--- config.mk ---
export PLATFORM = sky130hd
export DESIGN_NAME = seven_seg_display
export DESIGN_NICKNAME = d
export VERILOG_FILES = /design/src/rtl/seven_seg_display_pkg.sv /design/src/rtl/seven_seg_display_hex_to_seg.sv /design/src/rtl/seven_seg_display.sv
export SDC_FILE = /design/constraint.sdc
export NUM_CORES = 1
export LEC_CHECK = 0
export ABC_CLOCK_PERIOD_IN_PS = 6600
export CORE_MARGIN = 2
export CORE_UTILIZATION = 30
export CTS_CLUSTER_SIZE = 24
export DETAILED_ROUTE_END_ITERATION = 8
export SLEW_MARGIN = 25
export SYNTH_ARGS = -nofsm -noshare
export SYNTH_HDL_FRONTEND = slang
export SYNTH_HIERARCHICAL = 1
export SYNTH_SLANG_ARGS = --single-unit
export TNS_END_PERCENT = 20
--- constraint.sdc ---
create_clock -name clk -period 6.6 [get_ports clk]
set_clock_uncertainty 0.05 [all_clocks]
set_input_delay 1.32 -clock clk [delete_from_list [all_inputs] [get_ports clk]]
set_output_delay 1.32 -clock clk [all_outputs]
set_load 0.005 [all_outputs]
--- src/rtl/seven_seg_display_pkg.sv ---
// Shared constants for the seven-segment display driver.
// Segment patterns are active-low, bit order gfedcba.
package seven_seg_display_pkg;

    localparam logic [6:0] SEG_0 = 7'h40;
    localparam logic [6:0] SEG_1 = 7'h79;
    localparam logic [6:0] SEG_2 = 7'h24;
    localparam logic [6:0] SEG_3 = 7'h30;
    localparam logic [6:0] SEG_4 = 7'h19;
    localparam logic [6:0] SEG_5 = 7'h12;
    localparam logic [6:0] SEG_6 = 7'h02;
    localparam logic [6:0] SEG_7 = 7'h78;
    localparam logic [6:0] SEG_8 = 7'h00;
    localparam logic [6:0] SEG_9 = 7'h10;
    localparam logic [6:0] SEG_A = 7'h08;
    localparam logic [6:0] SEG_B = 7'h03;
    localparam logic [6:0] SEG_C = 7'h46;
    localparam logic [6:0] SEG_D = 7'h21;
    localparam logic [6:0] SEG_E = 7'h06;
    localparam logic [6:0] SEG_F = 7'h0E;

    localparam logic [6:0] SEG_OFF = 7'h7F;
    localparam logic [3:0] AN_OFF  = 4'hF;

endpackage

--- src/rtl/seven_seg_display_hex_to_seg.sv ---
// Combinational nibble to active-low seven-segment pattern.
// Used once on the digit mux output.
module hex_to_seg
    import seven_seg_display_pkg::*;
(
    input  logic [3:0] nibble,
    output logic [6:0] pattern
);

    always_comb begin
        pattern = SEG_OFF;
        case (nibble)
            4'h0: pattern = SEG_0;
            4'h1: pattern = SEG_1;
            4'h2: pattern = SEG_2;
            4'h3: pattern = SEG_3;
            4'h4: pattern = SEG_4;
            4'h5: pattern = SEG_5;
            4'h6: pattern = SEG_6;
            4'h7: pattern = SEG_7;
            4'h8: pattern = SEG_8;
            4'h9: pattern = SEG_9;
            4'hA: pattern = SEG_A;
            4'hB: pattern = SEG_B;
            4'hC: pattern = SEG_C;
            4'hD: pattern = SEG_D;
            4'hE: pattern = SEG_E;
            4'hF: pattern = SEG_F;
            default: pattern = SEG_OFF;
        endcase
    end

endmodule

--- src/rtl/seven_seg_display.sv ---
// Time-multiplexed 4-digit common-anode hex display driver
// with halt blink and optional leading-zero blanking.
module seven_seg_display
    import seven_seg_display_pkg::*;
#(
    parameter int REFRESH_DIV = 100000,
    parameter int BLINK_DIV   = 250
) (
    input  logic        clk,
    input  logic        rstn,
    input  logic [15:0] value_in,
    input  logic        load,
    input  logic        halt,
    input  logic        blank_lz,
    output logic [6:0]  seg,
    output logic        dp,
    output logic [3:0]  an
);

    localparam int PW = $clog2(REFRESH_DIV);
    localparam int BW = (BLINK_DIV > 1) ? $clog2(BLINK_DIV) : 1;

    logic [15:0]   disp;
    logic [PW-1:0] pcnt;
    logic [BW-1:0] bcnt;
    logic [1:0]    idx;
    logic          phase;
    logic          tick;
    logic [3:0]    nibble;
    logic [6:0]    pattern;
    logic          upper_zero;
    logic          slot_dark;
    logic [3:0]    an_next;

    assign tick   = (pcnt == PW'(REFRESH_DIV - 1));
    assign nibble = disp[{idx, 2'b00} +: 4];

    hex_to_seg u_hex_to_seg (
        .nibble  (nibble),
        .pattern (pattern)
    );

    // Digit k>=1 is a leading zero when it and every higher digit are 0.
    always_comb begin
        upper_zero = 1'b0;
        case (idx)
            2'd1:    upper_zero = (disp[15:4] == 12'h000);
            2'd2:    upper_zero = (disp[15:8] == 8'h00);
            2'd3:    upper_zero = (disp[15:12] == 4'h0);
            default: upper_zero = 1'b0;
        endcase
    end

    assign slot_dark = phase | (blank_lz & upper_zero);
    assign an_next   = slot_dark ? AN_OFF : ~(4'b0001 << idx);

    always_ff @(posedge clk or negedge rstn) begin
        if (!rstn) begin
            disp <= 16'h0000;
        end else if (load) begin
            disp <= value_in;
        end
    end

    always_ff @(posedge clk or negedge rstn) begin
        if (!rstn) begin
            pcnt <= '0;
            idx  <= 2'd0;
        end else if (tick) begin
            pcnt <= '0;
            idx  <= idx + 2'd1;
        end else begin
            pcnt <= pcnt + PW'(1);
        end
    end

    // Blink state is held clear whenever the core is running.
    always_ff @(posedge clk or negedge rstn) begin
        if (!rstn) begin
            bcnt  <= '0;
            phase <= 1'b0;
        end else if (!halt) begin
            bcnt  <= '0;
            phase <= 1'b0;
        end else if (tick) begin
            if (bcnt == BW'(BLINK_DIV - 1)) begin
                bcnt  <= '0;
                phase <= ~phase;
            end else begin
                bcnt <= bcnt + BW'(1);
            end
        end
    end

    always_ff @(posedge clk or negedge rstn) begin
        if (!rstn) begin
            an  <= AN_OFF;
            seg <= SEG_OFF;
            dp  <= 1'b1;
        end else if (tick) begin
            an  <= an_next;
            seg <= pattern;
            dp  <= ~((idx == 2'd0) & halt);
        end
    end

endmodule

==> flow_summary.ini, run 1 <==
[route]
num_vias = 2094
wirelength_microns = 5880
drt-initial-drc-count = 133
ant_nets = 0
drc = 0
dr.pass1.iters = 4
post_drt_wl_per_cell_microns = 13.5
viasPerCell = 4.79

[yosys]
syn-num-nets = 311
netlist_top_cells_area = dfrtp_1, dfstp_2, ha_1
yosysTopAreaCell = dfrtp_1
ys_async_sr_fraction_pct = 100
ys_seq_area_share_pct = 47.3
ys_warn_count = 6
synth_top_area_share_pct = 36.8
ys_types = 45
synth_ff_type = dfrtp_1
synth.avg_cell_area_sq_um = 10.9
synth_area_sq_um = 2990
synth_seq_cells = 56
syn_inst = 275
synth-edff-count = 0

[setup_path]
cp_slowest_cell = dfstp_2
cp_max_fo = 2
crit_family = flip-flops
crit_required_ns = 5.23
cp-end-kind = output port
crit_path_cell_trace = clkdlybuf4s50_1
crit_arrival_ns = 1.37
startpoint_type = register
cpPeakStageDelay_ns = 0.55
critPathKind = register to output port
crit_buf_inv = 1

[die]
row_count = 36
io_pins = 33
coreArea_sq_um = 9730
dieArea_sq_um = 10800
floorplan.initialDensity_pct = 30.8
die_w_microns = 104
die_h_microns = 104

[layout]
synthToLayoutAreaGrowth_pct = 18.3
final_util_pct = 36.4
antenna_cells = 0
layout_common_cells = dfrtp_1, nand2_1, clkdlybuf4s50_1
final_common_cell = dfrtp_1
fin_nets = 339
fin_area_sq_um = 3540
drive_above_1_share_pct = 16.8

[clocking]
clock_path_buffers = 2
ctsHtreeMaxLevel = 2
postCtsSetupBuffers = 0
cts-buffers-inserted = 5
root_buffer = clkbuf_8
cts-resized-gates = 0
cts_tree = done
clk_pin_slew_ns = 0.10
postCtsHoldBufs = 0
clk_latency_ns = 0.31
clock_sinks = 56

[pwr]
p_int_w = 0.000512
seq_power_share_pct = 54.1
p_clk_share_pct = 35.8
sw_frac_of_total_pct = 23.0
combPwrFrac_pct = 10.0
switching_power_w = 0.000153
vdd_drop_max_mv = 0.125
cellLeakagePower_nw = 1.44
power.density_nw_per_um2 = 188

[place]
place.gp.congestion = 0.797
post_dp_cell_area_sq_um = 3420
dp_hpwl_microns = 4260
port_buffers = 32

[sta]
max-slew-margin-rel_pct = 48.1
rsz0062_at_grt = no
period_needed_ns = 2.74
setup_viol = 0
clock.fmax_mhz = 366
period_share_pct = 41.4
finalHoldViolCount = 0
setup-tns-final_ns = 0
slew_violations = 0
worst_pin_slew_ns = 0.779

[global_routing]
grt-ovfl-total = 0
grt_pass1_vias = 2077
track_usage_pct = 11.4
antenna_found_initial = 0
grt_max_degree = 57
grt_pass1_wl_microns = 10200

[flow_run]
max-cap-violations = 0

[status]
status = completed

[min_path]
min_path_type = register to register
==> state kept, by name, summed over array words and instances (netlist names) <==
register,cells
an,4
bcnt,8
disp,16
dp,1
idx,2
pcnt,17
phase,1
seg,7
==> final timing paths <==
path | cells past startpoint | slack [ns] | from | endpoint
max | 1 | 3.86 | seg[2] | seg[2]
min | 2 | 0.41 | seg[6] | seg[6]
max reg2reg | 5 | 4.23 | pcnt[0] | bcnt[1]
min reg2reg | 2 | 0.41 | seg[6] | seg[6]
max in group asynchronous | 2 | 4.96 | rstn | pcnt[9]
min in group asynchronous | 2 | 1.09 | rstn | pcnt[10]
==> area by class of cell <==
cell class | count | area (sq um)
Clock buffer | 6 | 82.6
Clock inverter | 2 | 38.8
Fill cell | 1014 | 6190
Inverter | 9 | 33.8
Multi-Input combinational cell | 198 | 1480
Sequential cell | 56 | 1420
Tap cell | 133 | 166
Timing Repair Buffer | 33 | 323
==> through the flow <==
step	setup slack (ns)	instances	power, W	hold WS [ns]
6_report	3.86	437	0.000665	0.409
5_1_grt	3.80	437	0.000700	0.423
4_1_cts	3.84	437	0.000674	0.412
3_5_place_dp	3.66	429	0.000435	0.397
3_3_place_gp	3.73	429	0.000433	0.394
2_1_floorplan	4.14	275	0.000408	0.394
==> power by group through the flow <==
stage	logic (W)	clock network, W	registers, W
floorplan	0.0000439	0	0.000364
global placement	0.0000665	0	0.000367
detailed placement	0.0000679	0	0.000367
CTS	0.0000680	0.000246	0.000360
global route	0.0000754	0.000263	0.000362
finish	0.0000667	0.000238	0.000360
==> metal layers <==
metal	wire [microns]	GRT usage [%]
met5	0	0
met4	44	2.61
met3	152	1.82
met2	2940	18.9
met1	2750	15.9
==> cells by family (layout without fill, tap and decap cells) <==
kind of cell / after synthesis / after routing / synth area share [%]
AND/OR/NAND/NOR: 107 / 107 / 19.6
adder cells (fa/ha/maj): 15 / 15 / 6.27
buffers and inverters: 21 / 50 / 3.26
XOR/XNOR: 14 / 14 / 4.10
multiplexers: 29 / 29 / 12.5
flip-flops: 56 / 56 / 47.3
AO/OA/AOI/OAI: 33 / 33 / 6.98
==> synth_stat cells (2+ instances only) <==
cell / instances
mux2_2: 16
o21ai_0: 9
dfstp_2: 12
inv_1: 8
nor2_1: 22
nand4_1: 5
mux4_2: 5
ha_1: 15
dfrtp_1: 44
mux2i_1: 8
or3_1: 6
a31oi_1: 4
buf_2: 3
xor2_1: 7
nand2b_1: 6
buf_4: 2
a21oi_1: 9
clkbuf_1: 6
nor3_1: 4
nand3_1: 10
o211ai_1: 4
and4_1: 6
nand2_1: 33
nand3b_1: 2
or4_1: 2
xnor2_1: 7
nor4b_2: 2
Power figures use the tool's default switching activity.
==> run 2, diff against run 1 <==
ABC_CLOCK_PERIOD_IN_PS = 2800   (was 6600)
clock period = 2.8 ns   (was 6.6 ns; I/O delays follow)
==> run 2 against run 1 <==
Final cell count rose by 0.92%. Die area is the same. Critical endpoint is now seg[3]. Clock power is 95% higher.
==> flow_summary.ini, run 2 (synthesis results as in run 1) <==
[layout]
final_common_cell = dfrtp_1
layout_common_cells = dfrtp_1, nand2_1, clkdlybuf4s50_1
synthToLayoutAreaGrowth_pct = 18.3
largest_reg_flops = 17
regMostFlops = pcnt
fillCellCount = 988
fin_area_sq_um = 3540
reg_top3 = pcnt x17, disp x16, bcnt x8
fin_nets = 343
antenna_cells = 0
drive_above_1_share_pct = 17.5

[place]
dp_hpwl_microns = 4420
post_dp_cell_area_sq_um = 3450
place.gp.congestion = 0.785
port_buffers = 32

[pwr]
switching_power_w = 0.000358
seq_power_share_pct = 57.6
sw_frac_of_total_pct = 24.2
p_clk_share_pct = 31.5
vdd_drop_max_mv = 0.217
combPwrFrac_pct = 10.9
power.density_nw_per_um2 = 416
p_int_w = 0.00112
cellLeakagePower_nw = 1.44

[route]
post_drt_wl_per_cell_microns = 13.6
dr.pass1.iters = 4
drt-initial-drc-count = 100
num_vias = 2143
drc = 0
viasPerCell = 4.86
wirelength_microns = 5990
ant_nets = 0

[sta]
setup-tns-final_ns = 0
max-slew-margin-rel_pct = 53.2
period_share_pct = 79.1
worst_pin_slew_ns = 0.700
period_needed_ns = 2.21
slew_violations = 0
setup_viol = 0
clock.fmax_mhz = 451
rsz0062_at_grt = no
finalHoldViolCount = 0

[min_path]
min_path_type = primary input to asynchronous set/reset pin

[clocking]
postCtsSetupBuffers = 0
cts_tree = done
clk_latency_ns = 0.31
root_buffer = clkbuf_8
clock_sinks = 56
ctsHtreeMaxLevel = 2
cts-buffers-inserted = 5
clock_path_buffers = 2
cts-resized-gates = 0
postCtsHoldBufs = 0
clk_pin_slew_ns = 0.10

[global_routing]
track_usage_pct = 11.4
grt_pass1_wl_microns = 10400
grt_max_degree = 23
grt-ovfl-total = 0
antenna_found_initial = 0
grt_pass1_vias = 2147

[die]
coreArea_sq_um = 9730
row_count = 36
die_w_microns = 104
dieArea_sq_um = 10800
floorplan.initialDensity_pct = 30.8
die_h_microns = 104
io_pins = 33

[setup_path]
crit_arrival_ns = 2.41
cp_max_fo = 7
crit_required_ns = 3.00
cp-end-kind = register
critPathKind = register to register
startpoint_type = register

[flow_run]
max-cap-violations = 0

[status]
status = completed
run 2: power by group through the flow:
| stage | logic, W | registers (W) | clock network, W |
|---|---|---|---|
| finish | 0.000161 | 0.000850 | 0.000465 |
| global route | 0.000181 | 0.000854 | 0.000518 |
| CTS | 0.000163 | 0.000851 | 0.000489 |
| detailed placement | 0.000162 | 0.000866 | 0 |
| global placement | 0.000158 | 0.000866 | 0 |
| floorplan | 0.000103 | 0.000857 | 0 |
run 2: routing by layer:
metal / vias up / share of wire, % / track usage, %
met2: 32 / 48 / 19.1
met4: 0 / 1.2 / 3.19
met1: 1064 / 48 / 15.5
met3: 6 / 2.5 / 1.82
li1: 1041 / - / -
met5: - / 0 / 0
run 2: path summary, 6_finish.rpt:
path	start	to	slack [ns]	cells past startpoint
worst min-delay path	rstn	bcnt[6]	0.11	1
max in group asynchronous	rstn	seg[6]	1.90	2
min in group clk	seg[4]	seg[4]	0.41	2
worst max register to register	idx[0]	seg[3]	0.59	7
worst max-delay path	idx[0]	seg[3]	0.59	7
worst min register to register	seg[4]	seg[4]	0.41	2
run 2: critical path, cell delays in order (launching register included):
cell and delay [ns]:
dfrtp_1 0.55, mux4_2 0.63, inv_1 0.16, ha_1 0.15, inv_1 0.06, mux4_2 0.44
nand2_1 0.07, nand2_1 0.05
run 2: area by class of cell:
type | instances | area (sq um) | share of cell area [%]
multi-input cells | 198 | 1480 | 41.8
repair buffers | 37 | 353 | 9.96
inverters | 9 | 33.8 | 0.953
clock inverters | 1 | 7.51 | 0.212
flip-flops and latches | 56 | 1420 | 40.0
clock buffers | 7 | 86.3 | 2.44
well taps | 133 | 166 | 4.70
run 2: per-stage QoR:
| step | std cells | power, W | util [%] | hold WS, ns | setup slack [ns] |
|---|---|---|---|---|---|
| 4_1_cts | 441 | 0.00150 | 36.4 | 0.112 | 0.583 |
| 3_3_place_gp | 433 | 0.00102 | 35.5 | 0.393 | 0.663 |
| 5_1_grt | 441 | 0.00155 | 36.4 | 0.126 | 0.392 |
| 2_1_floorplan | 275 | 0.000961 | - | 0.214 | 0.596 |
| 6_report | 441 | 0.00148 | 36.4 | 0.110 | 0.585 |
| 3_5_place_dp | 433 | 0.00103 | 35.5 | 0.396 | 0.596 |
==> variant 1, RTL diff (settings of run 2) <==
Reset style: synchronous (`rstn`), changed in 4 clocked blocks.
--- a/src/rtl/seven_seg_display.sv
+++ b/src/rtl/seven_seg_display.sv
@@ -54,7 +54,7 @@
     assign slot_dark = phase | (blank_lz & upper_zero);
     assign an_next   = slot_dark ? AN_OFF : ~(4'b0001 << idx);
 
-    always_ff @(posedge clk or negedge rstn) begin
+    always_ff @(posedge clk) begin
         if (!rstn) begin
             disp <= 16'h0000;
         end else if (load) begin
@@ -62,7 +62,7 @@
         end
     end
 
-    always_ff @(posedge clk or negedge rstn) begin
+    always_ff @(posedge clk) begin
         if (!rstn) begin
             pcnt <= '0;
             idx  <= 2'd0;
@@ -75,7 +75,7 @@
     end
 
     // Blink state is held clear whenever the core is running.
-    always_ff @(posedge clk or negedge rstn) begin
+    always_ff @(posedge clk) begin
         if (!rstn) begin
             bcnt  <= '0;
             phase <= 1'b0;
@@ -92,7 +92,7 @@
         end
     end
 
-    always_ff @(posedge clk or negedge rstn) begin
+    always_ff @(posedge clk) begin
         if (!rstn) begin
             an  <= AN_OFF;
             seg <= SEG_OFF;
Function: same outputs for any inputs over 10 cycles, from zero or initial values and one cycle with rstn low; that may be too few to reach the edited logic, so the function may still have changed.
==> variant 1 against run 2 <==
Global-route usage barely moved. Worst hold slack improved by 0.31 ns. Largest cell class unchanged. Setup slack got worse by 0.23 ns. Final area fell by 4.5%. Sequential cell count did not move. Total power fell by 3.6%. Area after synthesis fell by 4.2%. Routed wire length fell by 3.5%.
==> variant 1: results (changes against run 2) <==
| Metric | Value |
|---|---|
| Final Instance Count excl. Fillers | `458 (was 441)` |
| First-pass GRT wire length | `9591 um (was 10,410 um)` |
| Synth Instances | `302 (was 275)` |
| Routed length per placed instance | `12.62 um (was 13.58 um)` |
| Worst min-delay path class | `flip-flop to flip-flop (was primary input to async pin)` |
| Reg-to-reg endpoint | `seg[0]$_SDFFE_PN1N_ (was seg[3]$_DFFE_PN1N_)` |
| Xor/xnor share of the synthesized area | `0.04884 (was 0.04095)` |
| Status | `completed (unchanged)` |
| Met1 usage | `0.1574 (was 0.1547)` |
| RD Place Congestion | `0.7846 (was 0.7853)` |
| Global-route usage over all layers | `0.1145 (about the same)` |
| H-Tree Level Count | `2 (unchanged)` |
| Reg-to-Reg Start | `idx[0]$_SDFFE_PN0N_ (was idx[0]$_DFFE_PN0N_)` |
| Met3 capacity usage during global routing | `0.02139 (was 0.01817)` |
| Adder-cell area share of the yosys netlist | `0.06542 (was 0.06268)` |
| Int Power | `1.086 mW (was 1.118 mW)` |
| Synth top cells by count | `sky130_fd_sc_hd__dfxtp_1, sky130_fd_sc_hd__nor2_1, sky130_fd_sc_hd__nand2_1 (was sky130_fd_sc_hd__dfrtp_1, sky130_fd_sc_hd__nand2_1, sky130_fd_sc_hd__nor2_1)` |
| Avg Vias per Cell | `4.734 (was 4.859)` |
| Net count of the finished layout | `364 (was 343)` |
| CP Data Arrival Time | `2.64 ns (was 2.41 ns)` |
| First DRT Iteration DRCs | `86 (was 100)` |
| Post-synthesis compound-gate area fraction | `0.06498 (was 0.06979)` |
| Max IR drop VDD | `0.0002126 V (was 0.0002165 V)` |
| Worst reg2reg path depth | `8 (was 7)` |
| Placed standard-cell area | `3291 sq um (was 3450 sq um)` |
| Fillers | `929 (was 988)` |
| Flop-to-flop setup slack | `0.36 ns (was 0.59 ns)` |
| Inst Count DP | `450 (was 433)` |
| DP HPWL | `4235 um (was 4418 um)` |
| Portion of netlist area occupied by mux cells | `0.1212 (was 0.1245)` |
| Post-Syn Nets | `338 (was 311)` |
| Iteration count of the initial detailed-routing pass | `4 (unchanged)` |
| Cell family contributing the most delay on the critical path | `simple AND/OR/NAND/NOR gates (was multiplexers)` |
| M2 GR Usage | `0.1837 (was 0.1908)` |
[variant 1: cell types whose count changed after synthesis, sizes merged, moves of 9 or more]
cell,delta
nand2,-9
mux2,-15
mux2i,+14
dfxtp,+56
nor2b,+17
dfstp,-12
dfrtp,-44
[variant 1: worst register-to-register path, cell delays in order, from the launching register on]
cell and delay, ns:
sky130_fd_sc_hd__dfxtp_1 0.54, sky130_fd_sc_hd__mux4_2 0.62, sky130_fd_sc_hd__inv_1 0.17, sky130_fd_sc_hd__ha_1 0.21, sky130_fd_sc_hd__and2b_2 0.23, sky130_fd_sc_hd__or3b_1 0.36
sky130_fd_sc_hd__o21ai_0 0.07, sky130_fd_sc_hd__nand2_1 0.06, sky130_fd_sc_hd__nand3_1 0.08
[variant 1: cell type report]
class	count	share of cell area
inverter	6	0.006654
timing repair buffer	35	0.1013
sequential	56	0.3312
multi-input combinational	224	0.4854
clock buffer	7	0.02551
clock inverter	1	0.002218
tap	129	0.04769
[variant 1: stage by stage]
step | utilization | power, mW | setup slack (ns) | hold slack (ns)
2_1_floorplan | - | 0.9259 | 0.4074 | 0.3760
3_3_place_gp | 0.3561 | 0.9718 | 0.4420 | 0.3848
3_5_place_dp | 0.3561 | 0.9743 | 0.3732 | 0.4073
4_1_cts | 0.3663 | 1.437 | 0.3455 | 0.4257
5_1_grt | 0.3663 | 1.481 | 0.1605 | 0.4420
6_report | 0.3663 | 1.422 | 0.3597 | 0.4197
[variant 1: power groups by stage]
stage	Sequential, mW	Clock [mW]	Combinational (mW)
floorplan	0.841	0	0.0852
global placement	0.846	0	0.125
detailed placement	0.846	0	0.128
CTS	0.828	0.481	0.128
global route	0.830	0.510	0.140
finish	0.828	0.467	0.127
[variant 1: routing by layer]
| metal | vias to the layer above | part of all wire |
|---|---|---|
| met3 | 6 | 0.030 |
| met4 | 0 | 0.011 |
| met2 | 27 | 0.45 |
| li1 | 1128 | - |
| met1 | 1007 | 0.51 |
| met5 | - | 0 |
[variant 1: how the worst max path moves through the flow]
| stage | to | slack, ns | startpoint | depth (start not counted) |
|---|---|---|---|---|
| after CTS | seg[0]$_SDFFE_PN1N_ | 0.35 | idx[0]$_SDFFE_PN0N_ | 8 |
| after global routing | seg[0]$_SDFFE_PN1N_ | 0.16 | idx[0]$_SDFFE_PN0N_ | 8 |
| final | seg[0]$_SDFFE_PN1N_ | 0.36 | idx[0]$_SDFFE_PN0N_ | 8 |
| after floorplan | seg[0]$_SDFFE_PN1N_ | 0.41 | idx[0]$_SDFFE_PN0N_ | 9 |
| after detailed placement | seg[0]$_SDFFE_PN1N_ | 0.37 | idx[0]$_SDFFE_PN0N_ | 8 |
| after global placement | seg[0]$_SDFFE_PN1N_ | 0.44 | idx[0]$_SDFFE_PN0N_ | 8 |
==> variant 2, RTL diff (settings of run 2) <==
Made on the original files. Set the parameter `REFRESH_DIV` to 50000 (it was 100000).
--- a/src/rtl/seven_seg_display.sv
+++ b/src/rtl/seven_seg_display.sv
@@ -3,7 +3,7 @@
 module seven_seg_display
     import seven_seg_display_pkg::*;
 #(
-    parameter int REFRESH_DIV = 100000,
+    parameter int REFRESH_DIV = 50000,
     parameter int BLINK_DIV   = 250
 ) (
     input  logic        clk,
Behaviour: no difference found for any inputs over 10 cycles, from zero or initial values and one cycle with rstn low; that may be too few to reach the edited logic, so the function may still have changed.
==> variant 2 against run 2 <==
Critical endpoint unchanged. First-iteration DRC count decreased by 18%. Total power up 4.6%. Largest cell class unchanged. Core utilization rose by 0.80 points. Setup slack improved by 0.014 ns. Via count decreased by 3.9%. Routed wire length down 6.3%. Final area shrank 2.0%. Sequential cell count is 1 lower. Area after synthesis fell by 2.6%. Highest routed layer unchanged. Clock power up 18%. Sequential power decreased by 2%.
==> variant 2: results (changes against run 2) <==
| Metric | Value |
|---|---|
| Met2 WL post-DR | `2609 um (was 2862 um)` |
| Synth top cells by count | `sky130_fd_sc_hd__dfrtp_1, sky130_fd_sc_hd__nand2_1, sky130_fd_sc_hd__nor2_1 (unchanged)` |
| First DRT Iteration DRCs | `82 (was 100)` |
| Post-Syn Nets | `303 (was 311)` |
| Via count of the first global-routing pass | `1,955 (was 2,147)` |
| Avg Synthesized Cell Area | `10.92 sq um (was 10.89 sq um)` |
| Number of post-CTS setup repair buffers | `0 (unchanged)` |
| Status | `completed (unchanged)` |
| Largest net degree at the start of global routing | `40 (was 23)` |
| Xor/xnor share of the synthesized area | `0.04204 (was 0.04095)` |
| Inst Count DP | `420 (was 433)` |
| Regs by FF count | `disp: 16 flops, pcnt: 16 flops, bcnt: 8 flops (was pcnt: 17 flops, disp: 16 flops, bcnt: 8 flops)` |
| Proportion of synthesized chip area in sequential cells | `0.4770 (was 0.4730)` |
| DP HPWL | `4040 um (was 4418 um)` |
| Routed wire length on met3 | `193 um (was 152 um)` |
| TritonCTS buffer count | `5 (unchanged)` |
| Net count of the finished layout | `334 (was 343)` |
| Post-synthesis compound-gate area fraction | `0.07293 (was 0.06979)` |
| Area contributors post-synth | `sky130_fd_sc_hd__dfrtp_1, sky130_fd_sc_hd__dfstp_2, sky130_fd_sc_hd__ha_1 (unchanged)` |
| Clock power frac | `0.356 (was 0.315)` |
| Portion of netlist area occupied by mux cells | `0.1210 (was 0.1245)` |
| Post-synth top area share | `0.3689 (was 0.3677)` |
| Metal1 wirelength | `2736 um (was 2901 um)` |
| Met1 usage | `0.1560 (was 0.1547)` |
| Global-route usage over all layers | `0.1139 (was 0.1145)` |
| Via count | `2,060 (was 2,143)` |
| Met3 capacity usage during global routing | `0.02576 (was 0.01817)` |
| Dpl ws | `0.6084 ns (was 0.5964 ns)` |
| Worst min-delay path class | `primary input to async pin (unchanged)` |
| Adder-cell area share of the yosys netlist | `0.06435 (was 0.06268)` |
| M2 GR Usage | `0.1810 (was 0.1908)` |
| Share of cells above drive strength 1 | `0.1739 (was 0.1753)` |
| Placed standard-cell area | `3354 sq um (was 3450 sq um)` |
| First-pass GRT wire length | `9508 um (was 10,410 um)` |
| Netlist cell types | `45 (unchanged)` |
| Routed length per placed instance | `13.10 um (was 13.58 um)` |
| Avg Vias per Cell | `4.813 (was 4.859)` |
| Max IR drop VDD | `0.0001890 V (was 0.0002165 V)` |
| Switching Share | `0.2288 (was 0.2424)` |
| Sequential share of power | `0.541 (was 0.576)` |
[variant 2: area by class of cell]
type,instances,area (sq um)
fill,932,5856
multi-input combinational,188,1411
sequential,55,1391
timing repair buffer,36,345.3
tap,129,161.4
clock buffer,6,82.58
inverter,12,45.04
clock inverter,2,35.03
[variant 2: path summary, 6_finish.rpt]
path	start	endpoint	slack, ns	cells after the start
max in group asynchronous	rstn	disp[5]$_DFFE_PN0P_	1.72	2
max reg2reg	idx[0]$_DFFE_PN0N_	seg[3]$_DFFE_PN1N_	0.60	7
min reg2reg	seg[5]$_DFFE_PN1N_	seg[5]$_DFFE_PN1N_	0.41	2
min in group clk	seg[5]$_DFFE_PN1N_	seg[5]$_DFFE_PN1N_	0.41	2
max	idx[0]$_DFFE_PN0N_	seg[3]$_DFFE_PN1N_	0.60	7
min	rstn	pcnt[11]$_DFF_PN0_	0.31	1
